## src/rtl/beep_burst_gen.sv

```systemverilog
// Burst sequencer clocked by the selected tone clock: emits rep_num square-wave bursts separated by gaps.
// Optional macro BEEP_RETRIG_EN: a request while busy restarts the sequence instead of being dropped.
module beep_burst_gen #(
  parameter int unsigned ON_CYC  = 100,
  parameter int unsigned OFF_CYC = 100,
  parameter int unsigned CNT_W   = 16,
  parameter int unsigned REP_W   = 4
) (
  input  logic             clk_sel,
  input  logic             sys_rst_n,
  input  logic             trig_tgl,
  input  logic [REP_W-1:0] rep_num,
  output logic             busy,
  output logic             bepeer,
  output logic             done_tgl
);

  typedef enum logic [1:0] {
    ST_IDLE = 2'd0,
    ST_ON   = 2'd1,
    ST_OFF  = 2'd2
  } state_t;

  localparam logic [CNT_W-1:0] ON_LIM  = CNT_W'(ON_CYC);
  localparam logic [CNT_W-1:0] OFF_LIM = CNT_W'(OFF_CYC);
  localparam logic [CNT_W-1:0] CNT_ONE = CNT_W'(1);
  localparam logic [REP_W-1:0] REP_ONE = REP_W'(1);

  state_t           r_state;
  state_t           w_state_nxt;
  logic [CNT_W-1:0] r_cnt;
  logic [CNT_W-1:0] w_cnt_nxt;
  logic [REP_W-1:0] r_rep_cnt;
  logic [REP_W-1:0] w_rep_nxt;
  logic             r_bepeer;
  logic             w_bep_nxt;
  logic             r_done;
  logic             w_done_nxt;
  logic             r_busy;
  logic             r_s1;
  logic             r_s2;
  logic             r_s3;
  logic             w_req;
  logic             w_restart;
  logic [REP_W-1:0] w_rep_ld;

  // Toggle-request synchronizer; s3 holds the previous synchronized level
  always_ff @(posedge clk_sel or negedge sys_rst_n) begin
    if (!sys_rst_n) begin
      r_s1 <= 1'b0;
      r_s2 <= 1'b0;
      r_s3 <= 1'b0;
    end else begin
      r_s1 <= trig_tgl;
      r_s2 <= r_s1;
      r_s3 <= r_s2;
    end
  end

  assign w_req    = r_s2 ^ r_s3;
  assign w_rep_ld = (rep_num == '0) ? REP_ONE : rep_num;

`ifdef BEEP_RETRIG_EN
  assign w_restart = w_req;
`else
  assign w_restart = w_req && (r_state == ST_IDLE);
`endif

  // Next-state and datapath decode
  always_comb begin
    w_state_nxt = r_state;
    w_cnt_nxt   = r_cnt;
    w_rep_nxt   = r_rep_cnt;
    w_bep_nxt   = r_bepeer;
    w_done_nxt  = r_done;
    if (w_restart) begin
      w_state_nxt = ST_ON;
      w_cnt_nxt   = CNT_ONE;
      w_rep_nxt   = w_rep_ld;
      w_bep_nxt   = 1'b1;
    end else begin
      case (r_state)
        ST_IDLE: begin
          w_bep_nxt = 1'b0;
        end
        ST_ON: begin
          if (r_cnt == ON_LIM) begin
            w_bep_nxt = 1'b0;
            if (r_rep_cnt == REP_ONE) begin
              w_state_nxt = ST_IDLE;
              w_done_nxt  = ~r_done;
            end else begin
              w_rep_nxt   = r_rep_cnt - REP_ONE;
              w_cnt_nxt   = CNT_ONE;
              w_state_nxt = ST_OFF;
            end
          end else begin
            w_bep_nxt = ~r_bepeer;
            w_cnt_nxt = r_cnt + CNT_ONE;
          end
        end
        ST_OFF: begin
          w_bep_nxt = 1'b0;
          if (r_cnt == OFF_LIM) begin
            w_cnt_nxt   = CNT_ONE;
            w_bep_nxt   = 1'b1;
            w_state_nxt = ST_ON;
          end else begin
            w_cnt_nxt = r_cnt + CNT_ONE;
          end
        end
        default: begin
          w_state_nxt = ST_IDLE;
          w_bep_nxt   = 1'b0;
        end
      endcase
    end
  end

  always_ff @(posedge clk_sel or negedge sys_rst_n) begin
    if (!sys_rst_n) begin
      r_state <= ST_IDLE;
    end else begin
      r_state <= w_state_nxt;
    end
  end

  // busy is registered alongside the state so every output comes from a flop
  always_ff @(posedge clk_sel or negedge sys_rst_n) begin
    if (!sys_rst_n) begin
      r_cnt     <= '0;
      r_rep_cnt <= '0;
      r_bepeer  <= 1'b0;
      r_done    <= 1'b0;
      r_busy    <= 1'b0;
    end else begin
      r_cnt     <= w_cnt_nxt;
      r_rep_cnt <= w_rep_nxt;
      r_bepeer  <= w_bep_nxt;
      r_done    <= w_done_nxt;
      r_busy    <= (w_state_nxt != ST_IDLE);
    end
  end

  assign busy     = r_busy;
  assign bepeer   = r_bepeer;
  assign done_tgl = r_done;

endmodule
```

## config.mk

```make
export PLATFORM = sky130hd
export DESIGN_NAME = beep_burst_gen
export DESIGN_NICKNAME = d
export VERILOG_FILES = /design/src/rtl/beep_burst_gen.sv
export SDC_FILE = /design/constraint.sdc
export NUM_CORES = 1
export LEC_CHECK = 0
export BUFFER_PORTS_ARGS = -buffer_cell sky130_fd_sc_hd__buf_2
export CAP_MARGIN = 20
export CORE_MARGIN = 2
export CORE_UTILIZATION = 60
export DETAILED_ROUTE_END_ITERATION = 10
export GPL_TIMING_DRIVEN = 1
export MAX_ROUTING_LAYER = met4
export PLACE_DENSITY = 0.86
export SLEW_MARGIN = 20
export SYNTH_ARGS = -nofsm -noshare
export SYNTH_HDL_FRONTEND = slang
export SYNTH_SLANG_ARGS = --single-unit
export TNS_END_PERCENT = 100
```

## constraint.sdc

```tcl
create_clock -name clk_sel -period 4.75 [get_ports clk_sel]
set_input_delay 0.475 -clock clk_sel [delete_from_list [all_inputs] [get_ports clk_sel]]
set_output_delay 0.475 -clock clk_sel [all_outputs]
set_load 0.05 [all_outputs]
```

# Word-level counts from Yosys, hierarchy flattened
# Cells that the tools add are included.
dict set report op_classes {
  add_sub_neg 2
  eq_ne 6
  n_reduce_logical 10
  n_mux 19
  bitwise 4
}
# op count
set op_table {}
lappend op_table {{2-to-1 mux 16 bit} 4}
lappend op_table {{one-hot mux 16 bit (2 select lines)} 1}
lappend op_table {{2-to-1 mux 4 bit} 5}
lappend op_table {{adder 16 x 1 -> 16 bit, second input constant} 1}
lappend op_table {{equality test 16 x 7 -> 1 bit, second input constant} 1}
lappend op_table {{2-to-1 mux 2 bit} 4}
lappend op_table {{one-hot mux 2 bit (3 select lines)} 1}
lappend op_table {{nonzero test 2 bit} 3}
lappend op_table {{equality test 4 x 1 -> 1 bit, second input constant} 1}
lappend op_table {{zero test 4 bit} 1}
lappend op_table {{!= test 4 bit, second input constant} 1}
lappend op_table {{AND reduction 4 bit} 1}
lappend op_table {{subtractor 4 x 1 -> 4 bit, second input constant} 1}
lappend op_table {{2-to-1 mux 1 bit} 3}
lappend op_table {{inverter 1 bit} 3}
lappend op_table {{AND reduction 3 bit} 1}
lappend op_table {{nonzero test 3 bit} 1}
lappend op_table {{equality test 2 x 1 -> 1 bit, second input constant} 1}
lappend op_table {{equality test 2 bit, second input constant} 1}
lappend op_table {{zero test 2 bit} 1}
lappend op_table {{!= test 2 bit, second input constant} 1}
lappend op_table {{one-hot mux 1 bit (2 select lines)} 1}
lappend op_table {{AND reduction 2 bit} 1}
lappend op_table {{logical AND 1 bit} 1}
lappend op_table {{bitwise XOR 1 bit} 1}
dict set report totals {
  input_bits 7
  word_cells 50
  out_inout_bits 3
  regBits 28
}

# Depth between registers and ports, before layout
# Gate-level depths: netlist of the first run.
dict set report depth {
  ltp_word 6
  mapped_depth 9
  ltp_nobuf 6
}

# Worst setup path before layout of the first run
# No wires, ideal clock.
dict set report synth_timing {
  path_type {register to register}
  from {register r_state[1]}
  to {register r_cnt[13]}
  required_time_ns 4.672
  arrival_time_ns 1.831
  path_buffers 3
  path_stages_with_launch 10
  period_less_slack_ns 1.909
  setup_time_ns 0.078
  path_slack_ns 2.841
  cell_sequence {dfrtp_1 > inv_1 > ha_1 > buf_4 > or2_1 > buf_4 > a32oi_2 > buf_6 > or4_1 > a21oi_1}
}
dict set report synth_between {
  elab_chain_cells 4
  word_cells_on_any_way 9
  cone_classes {3 x eq/ne; 2 x mux; 4 x reduce/logical}
}
# item line_no
set synth_lines {}
lappend synth_lines {{start, declared} 29} ;# state_t r_state;
lappend synth_lines {{start signal, assigned} 124} ;# r_state <= w_state_nxt;
lappend synth_lines {{zero test 2 bit} 66} ;# assign w_restart = w_req && (r_state == ST_IDLE);
lappend synth_lines {{logical AND 1 bit} 66}
lappend synth_lines {{!= test 4 bit (no source line) or nonzero test 3 bit (tied branches)} --}
lappend synth_lines {{AND reduction 2 bit (no source line)} --}
lappend synth_lines {{end signal, assigned} 137} ;# r_cnt <= w_cnt_nxt;
lappend synth_lines {{end, declared} 31} ;# logic [CNT_W-1:0] r_cnt;
# Parallel ways exist; a longest one is shown, timed or not.
# A chain may end at the register's enable or synchronous reset.

# Worst setup path after layout of the first run
dict set report layout_timing {
  from {register r_state[1]}
  to {register r_cnt[14]}
}
# The elaborated chain is that of the path after synthesis.

==> results of run 1 <==
cell usage in the layout, fill, tap and decap left out, types with 2 or more instances in the layout:
cell      netlist  layout
a21oi_1        12      12
a31oi_1         4       4
and2_1          3       3
and3_1          2       2
and4_1          4       4
buf_2           0       9
clkbuf_4        0       3
dfrtp_1        28      28
ha_1            8       8
inv_1           9       9
mux2i_1         4       4
nand2_1        12      12
nand3_1         9       9
nand4_1         5       5
nor2_1          9       9
nor3_1          5       5
nor3b_1         2       2
o211ai_1        2       2
o21ai_0         7       7
o31ai_1         6       6
o32ai_1         2       2
or3_1           3       3
or4_1           8       8
xor2_1          4       4
final timing paths:
kind                              to  cells after the start
max                        r_cnt[14]                      6
min reg2reg                     r_s2                      0
max in group asynchronous   r_cnt[7]                      1
min in group clk_sel            r_s1                      1
max reg2reg                r_cnt[14]                      6
min                         r_cnt[2]                      1
logic make-up (layout without fill, tap and decap cells):
logic type | after synthesis | count (layout) | synth area share (%)
AO/OA/AOI/OAI | 40 | 40 | 16.0
adder cells (fa/ha/maj) | 8 | 8 | 6.05
buffers and inverters | 16 | 22 | 4.54
XOR/XNOR | 5 | 5 | 2.65
AND/OR/NAND/NOR | 71 | 71 | 25.9
multiplexers | 4 | 4 | 2.42
flip-flops | 28 | 28 | 42.4
flip-flops by register name, indices dropped and copies added, names as in the netlist:
| register | count |
|---|---|
| bepeer | 1 |
| r_state | 2 |
| r_cnt | 16 |
| busy | 1 |
| r_s3 | 1 |
| r_rep_cnt | 4 |
| r_s1 | 1 |
| done_tgl | 1 |
| r_s2 | 1 |
per-stage QoR:
stage / hold WS, ns / instances / setup WS (ns) / cell area [sq um] / total power [uW]
after global placement: 0.338 / 205 / 2.66 / 1700 / 586
after floorplan: 0.179 / 172 / 2.84 / 1650 / 540
after global routing: 0.157 / 209 / 2.34 / 1750 / 814
after CTS: 0.138 / 209 / 2.51 / 1750 / 766
final: 0.109 / 209 / 2.51 / 1750 / 763
after detailed placement: 0.345 / 205 / 2.54 / 1700 / 607
power groups by stage:
stage	Clock (uW)	Sequential [uW]	Combinational, uW
after floorplan	0	349	191
after global placement	0	329	257
after detailed placement	0	333	274
after CTS	162	329	275
after global routing	169	338	307
final	156	332	275
worst max-delay path, delay by kind of cell (launching register included):
| kind | cells | cell delay [ns] |
|---|---|---|
| fa+ha+maj | 1 | 0.33 |
| compound gates | 2 | 0.43 |
| buf+inv | 1 | 0.12 |
| simple gates | 2 | 0.86 |
| flops | 1 | 0.44 |
routing by layer:
layer | part of all wire (%) | vias to the layer above
met5 | 0 | -
met4 | 1.5 | 0
met3 | 5.1 | 8
met2 | 51 | 41
met1 | 42 | 678
li1 | - | 657
area by class of cell:
| type | instances | area, sq um | share of cell area, % |
|---|---|---|---|
| well taps | 31 | 38.8 | 2.22 |
| flip-flops and latches | 28 | 701 | 40.1 |
| multi-input cells | 128 | 878 | 50.2 |
| inverters | 9 | 33.8 | 1.93 |
| clock inverters | 1 | 30.0 | 1.72 |
| clock buffers | 3 | 22.5 | 1.29 |
| repair buffers | 9 | 45.0 | 2.58 |
==> metrics list, run 1 <==
* Global-route track usage on met2: 39.5%
* Num ports: 10
* Static leakage: 0.000767 uW
- Maximum vdd ir drop: 383 uV
* Total via count in the routed design: 1384
* Clock tree from TritonCTS: yes
- 0 antenna diodes ended up in the layout.
- Count of warnings emitted by yosys: 0
- The final layout contains routed wiring with a total length of 3400 um.
- The clock reaches the later pin of the worst-skew pair after 0.34 ns.
- CTS built an H-tree with a depth of 1.
- Library cell with the largest summed area after synthesis: dfrtp_1
* Setup bufs post-CTS: 0
* Clock buffer count from CTS: 3
* Global-route track usage on met1: 29.2%
- Drt initial violations: 26
* Least-Margin Pin Slew: 0.590 ns
- For met3 alone, demand over resource in global routing was 5.76%.
* Switching portion of total power: 39.3%
* Crit path launch: r_state[1]
* Number of endpoints failing setup at the final stage: 0
- Fraction of post-synthesis cell area in the top cell type by area: 42.4%
- Share of synthesized flip-flops with an asynchronous set or reset: 100%
- Total iterations of the first detailed-routing run: 4
* Die Ht: 56.5 um
* Unrepaired setup endpoints after global routing: false
- After detailed routing, the number of remaining DRC violations is 0.
- Post-Route Setup TNS: 0 ns
* Number of synthesized register bits: 28
* Period utilization: 47.2%
* Class of the tightest hold or removal check: input pin to asynchronous set/reset pin
- Cell types with the highest counts after synthesis: dfrtp_1 (28), a21oi_1 (12), nand2_1 (12)
* Clock sink count: 28
- Predominant post-synthesis flop cell: dfrtp_1
* Most repeated cell in the gate-level netlist after synthesis: dfrtp_1
- Static timing analysis puts the maximum clock frequency at 446 MHz.
- Total routing resource utilization after global routing: 24.1%
* Dominant cells by area after synthesis: dfrtp_1 (42%), ha_1 (6.1%), a21oi_1 (3.6%)
- Synthesis-to-finish area growth: 5.75%
- Sequential power share: 43.5%
- From left edge to right edge, the die measures 56.5 um.
- In this run the core area contains 19 standard-cell rows.
- Number of max-capacitance violations reported: 0
- Startpoint of the worst register-to-register path: r_state[1]
- The total overflow left after global routing is 0.
* Class of the most critical setup path: flip-flop to flip-flop
* Cells along the critical path: inv_1, ha_1, or2_1, a32oi_2, or4_1, a21oi_1
- Setup slack on the worst reg-to-reg path comes out at 2.51 ns.
* Max Slew Vio Count: 0
- Among all stages on the critical path, the largest delay is contributed by or4_1.
- The number of different library cells used by synthesis comes to 42.
- Data arrives at the worst endpoint at 2.52 ns.
- The die covers 3190 sq um.
- P per Cell Area: 436 nW/um^2
- Combinational Power Share: 36.0%
- Delay of the slowest cell on the worst path: 0.57 ns
* Wirelength per Cell: 16.2 um
- Number of enable flip-flop cells after synthesis: 0
- The number of antenna violations at the first check in global routing is 0.
- Proportion of power drawn by the clock network: 20.5%
- Number of failing hold endpoints at the final stage: 0
* Starting utilization of the core area: 61.6%
- Setup Skew: 0.00889 ns
* Netlist area before placement: 1650 sq um
- Detailed placement finished with a half-perimeter wire length of 2490 um.
- After clock tree synthesis, the clock-pin slew on the worst setup and hold paths is 0.15 ns.
- The worst setup path is launched from a flip-flop.
- Crit. End Element: flip-flop
* Clock root cell: clkbuf_4
- The number of global-route vias before repair came to 1350.
- Detailed-route vias per instance: 6.62
* Post-layout util: 65.1%
- Routability-driven placement finished with a final weighted congestion of 0.915.
* Data required, critical path: 5.03 ns
- Number of nets still failing antenna checks after routing: 0
* Cell internal power dissipation: 464 uW
- Number of gates resized after cts: 0
* Largest net degree at the start of global routing: 29
* Result of the run: completed
- The number of nets in the synthesized netlist is 187.
- The clock period could shrink to 2.24 ns.
- Headroom to the max-slew limit: 60.7%
- Of all nets on the critical path, the largest fanout is 14.
- Number of inserted filler cells in the final layout: 208
- Core region area: 2690 sq um
- Buffers placed on the I/O ports in this run total 9.
* Busiest layer in global routing: met2
* Clk buf depth: 2
- Ratio of cells with drive above 1 in the final layout: 10.7%
* Layout Nets: 194
- In this run, post-CTS hold repair placed 0 buffers.
- Global-route wire length before repair: 5880 um
- The analysis attributes to net switching a power of 300 uW.
- After technology mapping, the gate count stands at 172.
* Fraction of the yosys area taken by sequential cells: 42.4%
* Average size of a mapped cell: 9.62 sq um
No activity file was read; power rests on OpenSTA's default activity.
==> run 2, diff against run 1 <==
--- a/config.mk
+++ b/config.mk
@@ -8,11 +8,11 @@
 export BUFFER_PORTS_ARGS = -buffer_cell sky130_fd_sc_hd__buf_2
 export CAP_MARGIN = 20
 export CORE_MARGIN = 2
-export CORE_UTILIZATION = 60
+export CORE_UTILIZATION = 54
 export DETAILED_ROUTE_END_ITERATION = 10
 export GPL_TIMING_DRIVEN = 1
 export MAX_ROUTING_LAYER = met4
-export PLACE_DENSITY = 0.86
+export PLACE_DENSITY = 0.82
 export SLEW_MARGIN = 20
 export SYNTH_ARGS = -nofsm -noshare
 export SYNTH_HDL_FRONTEND = slang
==> constraint.sdc (replaced) <==
create_clock -name clk_sel -period 2 [get_ports clk_sel]
set_input_delay 0.2 -clock clk_sel [delete_from_list [all_inputs] [get_ports clk_sel]]
set_output_delay 0.2 -clock clk_sel [all_outputs]
set_load 0.05 [all_outputs]
==> metrics list, run 2 (same netlist as run 1, synthesis figures left out) <==
- Core region area: 2980 sq um (+11%)
- The setup clock skew after layout is 0.00532 ns (-0.00357 ns).
- The max-capacitance violation count is 0 (unchanged).
- Clk buf depth: 2 (unchanged)
* Number of endpoints failing setup at the final stage: 0 (unchanged)
* Commonest cells after routing, fill and taps aside: dfrtp_1 (27), buf_4 (17), nand2_1 (12), a21oi_1 (12)
- Headroom to the max-slew limit: 58.2% (-2.5 points)
- The count of unresolved DRC violations after routing came to 0 (unchanged).
- The number of nets in the layout is 213 (+9.8%).
- The final total negative setup slack came to 0 ns (unchanged).
- Result of the run: completed
* Class of the tightest hold or removal check: input pin to flip-flop
* Crit. End Element: flip-flop
- The number of flip-flops under the largest register name came to 16 (unchanged).
- Clock sink count: 28 (unchanged)
- Die outline area: 3520 sq um (+10%)
- Global-route wire length before repair: 6240 um (+6.1%)
- Starting utilization of the core area: 55.5% (-6.0 points)
- Post-placement cell area: 1800 sq um (+6.3%)
- Maximum vdd ir drop: 738 uV (+93%)
- The internal reg-to-reg setup slack came to 0.09 ns (-2.42 ns).
- The pre-CTS setup slack came to 0.0470 ns (-2.49 ns).
* Ratio of cells with drive above 1 in the final layout: 19.8% (+9.1 points)
- The iteration-0 DRC count of the detailed router is 67 (+160%).
- Most common cell after layout, fill and taps aside: dfrtp_1
* Die Ht: 59.3 um (+5.0%)
- The clock latency at the later pin of the worst-skew pair came to 0.34 ns (about the same).
* Clock slew seen by the registers of the worst setup and hold paths: 0.15 ns (about the same)
- STA classifies the critical path startpoint as a flip-flop.
- Peak Freq: 523 MHz (+17%)
* Antenna fix cells: 0 (unchanged)
- Synthesis-to-finish area growth: 17.6%
- The critical path is of the flip-flop to flip-flop type.
- Number of failing hold endpoints at the final stage: 0 (unchanged)
- Max Slew Vio Count: 0 (unchanged)
- Worst hold stages: 3
* Data required, critical path: 2.27 ns (-2.76 ns)
- The post-detailed-placement half-perimeter wirelength was 2710 um (+8.7%).
- The length of the first detailed-routing pass in iterations is 4 (unchanged).
- Number of nets still failing antenna checks after routing: 0 (unchanged)
- The slew at the pin closest to its max-slew limit was 0.627 ns (+0.0368 ns).
* Number of antenna violations at the first check in global routing: 0 (unchanged)
* Num ports: 10 (unchanged)
- Least setup slack across all paths after layout: 0.0885 ns (-2.42 ns)
* Clock tree from TritonCTS: yes
- Clock buffer count from CTS: 3 (unchanged)
* Via count of the first global-routing pass: 1401 (+3.8%)
- Clock tree synthesis selected as its root buffer the cell clkbuf_4.
- r_cnt holds more flip-flops than any other register.
- Final weighted congestion of routability-driven global placement: 0.922 (+0.81%)
- The vias after detailed routing came to 1459 (+5.4%).
- The shortest period the worst path allows is 1.91 ns (-0.328 ns).
- Total non-filler cell area in the finished layout: 1950 sq um (+11%)
- CP Max Fanout: 13 (-1)
- Total routing resource utilization after global routing: 24.3% (+0.29 points)
- The largest net degree at the start of global routing is 29 (unchanged).
- Horizontal extent of the die: 59.3 um (+5.0%)
* Wirelength per Cell: 16.7 um (+3.0%)
* Path depth of the worst reg2reg path: 6 (unchanged)
- P per Cell Area: 999 nW/um^2 (+130%)
- The quantity of I/O buffers inserted on ports was 9 (unchanged).
- The largest registers in the layout are r_cnt: 16 flops, r_rep_cnt: 4 flops, r_state: 2 flops.
* Number of H-tree levels: 1 (unchanged)
* Total wire length: 3850 um (+13%)
- Row Count: 20 (+1)
- The portion of the clock cycle consumed by the worst path in the final layout was 95.6% (+48 points).
- Post-layout power: 1940 uW (+150%)
- Static leakage: 0.000835 uW (+8.9%)
- Detailed-route vias per instance: 6.34 (-4.2%)
- GRT overflow: 0 (unchanged)
* WP data arrival: 2.18 ns (-0.34 ns)
## run 2: per-layer routing
layer / track usage (%) / wire length [um] / part of all wire, %
met1: 29.4 / 1580 / 41
met2: 39.2 / 1950 / 51
met3: 3.06 / 191 / 5.0
met4: 13.6 / 123 / 3.2
met5: - / 0 / 0
## run 2: worst paths after layout
check                           startpoint           end
worst max-delay path            r_state[0]     r_cnt[12]
worst min-delay path            rep_num[1]  r_rep_cnt[1]
worst max register to register  r_state[0]     r_cnt[12]
worst min register to register        r_s1          r_s2
max in group asynchronous        sys_rst_n    r_state[0]
min in group asynchronous        sys_rst_n      r_cnt[3]
## run 2: final cells by class
cell class | count | area [sq um]
Clock inverter | 1 | 30.0
Timing Repair Buffer | 28 | 193
Fill cell | 223 | 1030
Sequential cell | 28 | 702
Multi-Input combinational cell | 128 | 923
Tap cell | 33 | 41.3
Inverter | 9 | 33.8
Clock buffer | 3 | 22.5
## run 2: critical path, cell delays in order (launching register included)
cell     delay (ns)
dfrtp_2        0.47
inv_1          0.10
ha_2           0.24
and3_1         0.21
a32oi_4        0.11
or4_1          0.55
a21oi_1        0.17
## run 2: power breakdown
| part | total, uW | internal (uW) | switching [uW] | leakage (uW) |
|---|---|---|---|---|
| Sequential | 763 | 670 | 92.3 | 0.000361 |
| Clock | 375 | 203 | 172 | 0.0000279 |
| Combinational | 806 | 319 | 487 | 0.000446 |
## run 2: per-stage QoR
step                utilization [%]  instances  hold slack [ns]
floorplan                         -        172          -0.0956
global placement               60.6        221            0.248
detailed placement             60.6        221            0.255
CTS                            63.0        227           0.0924
global route                   65.3        230            0.121
finish                         65.3        230            0.109
## run 2: timing repair
action	CTS	global route
endpoints found under the setup margin	0	12
hold buffers	2	0
gates resized for setup	0	7
buffers inserted	0	3
endpoints found under the hold margin	29	0
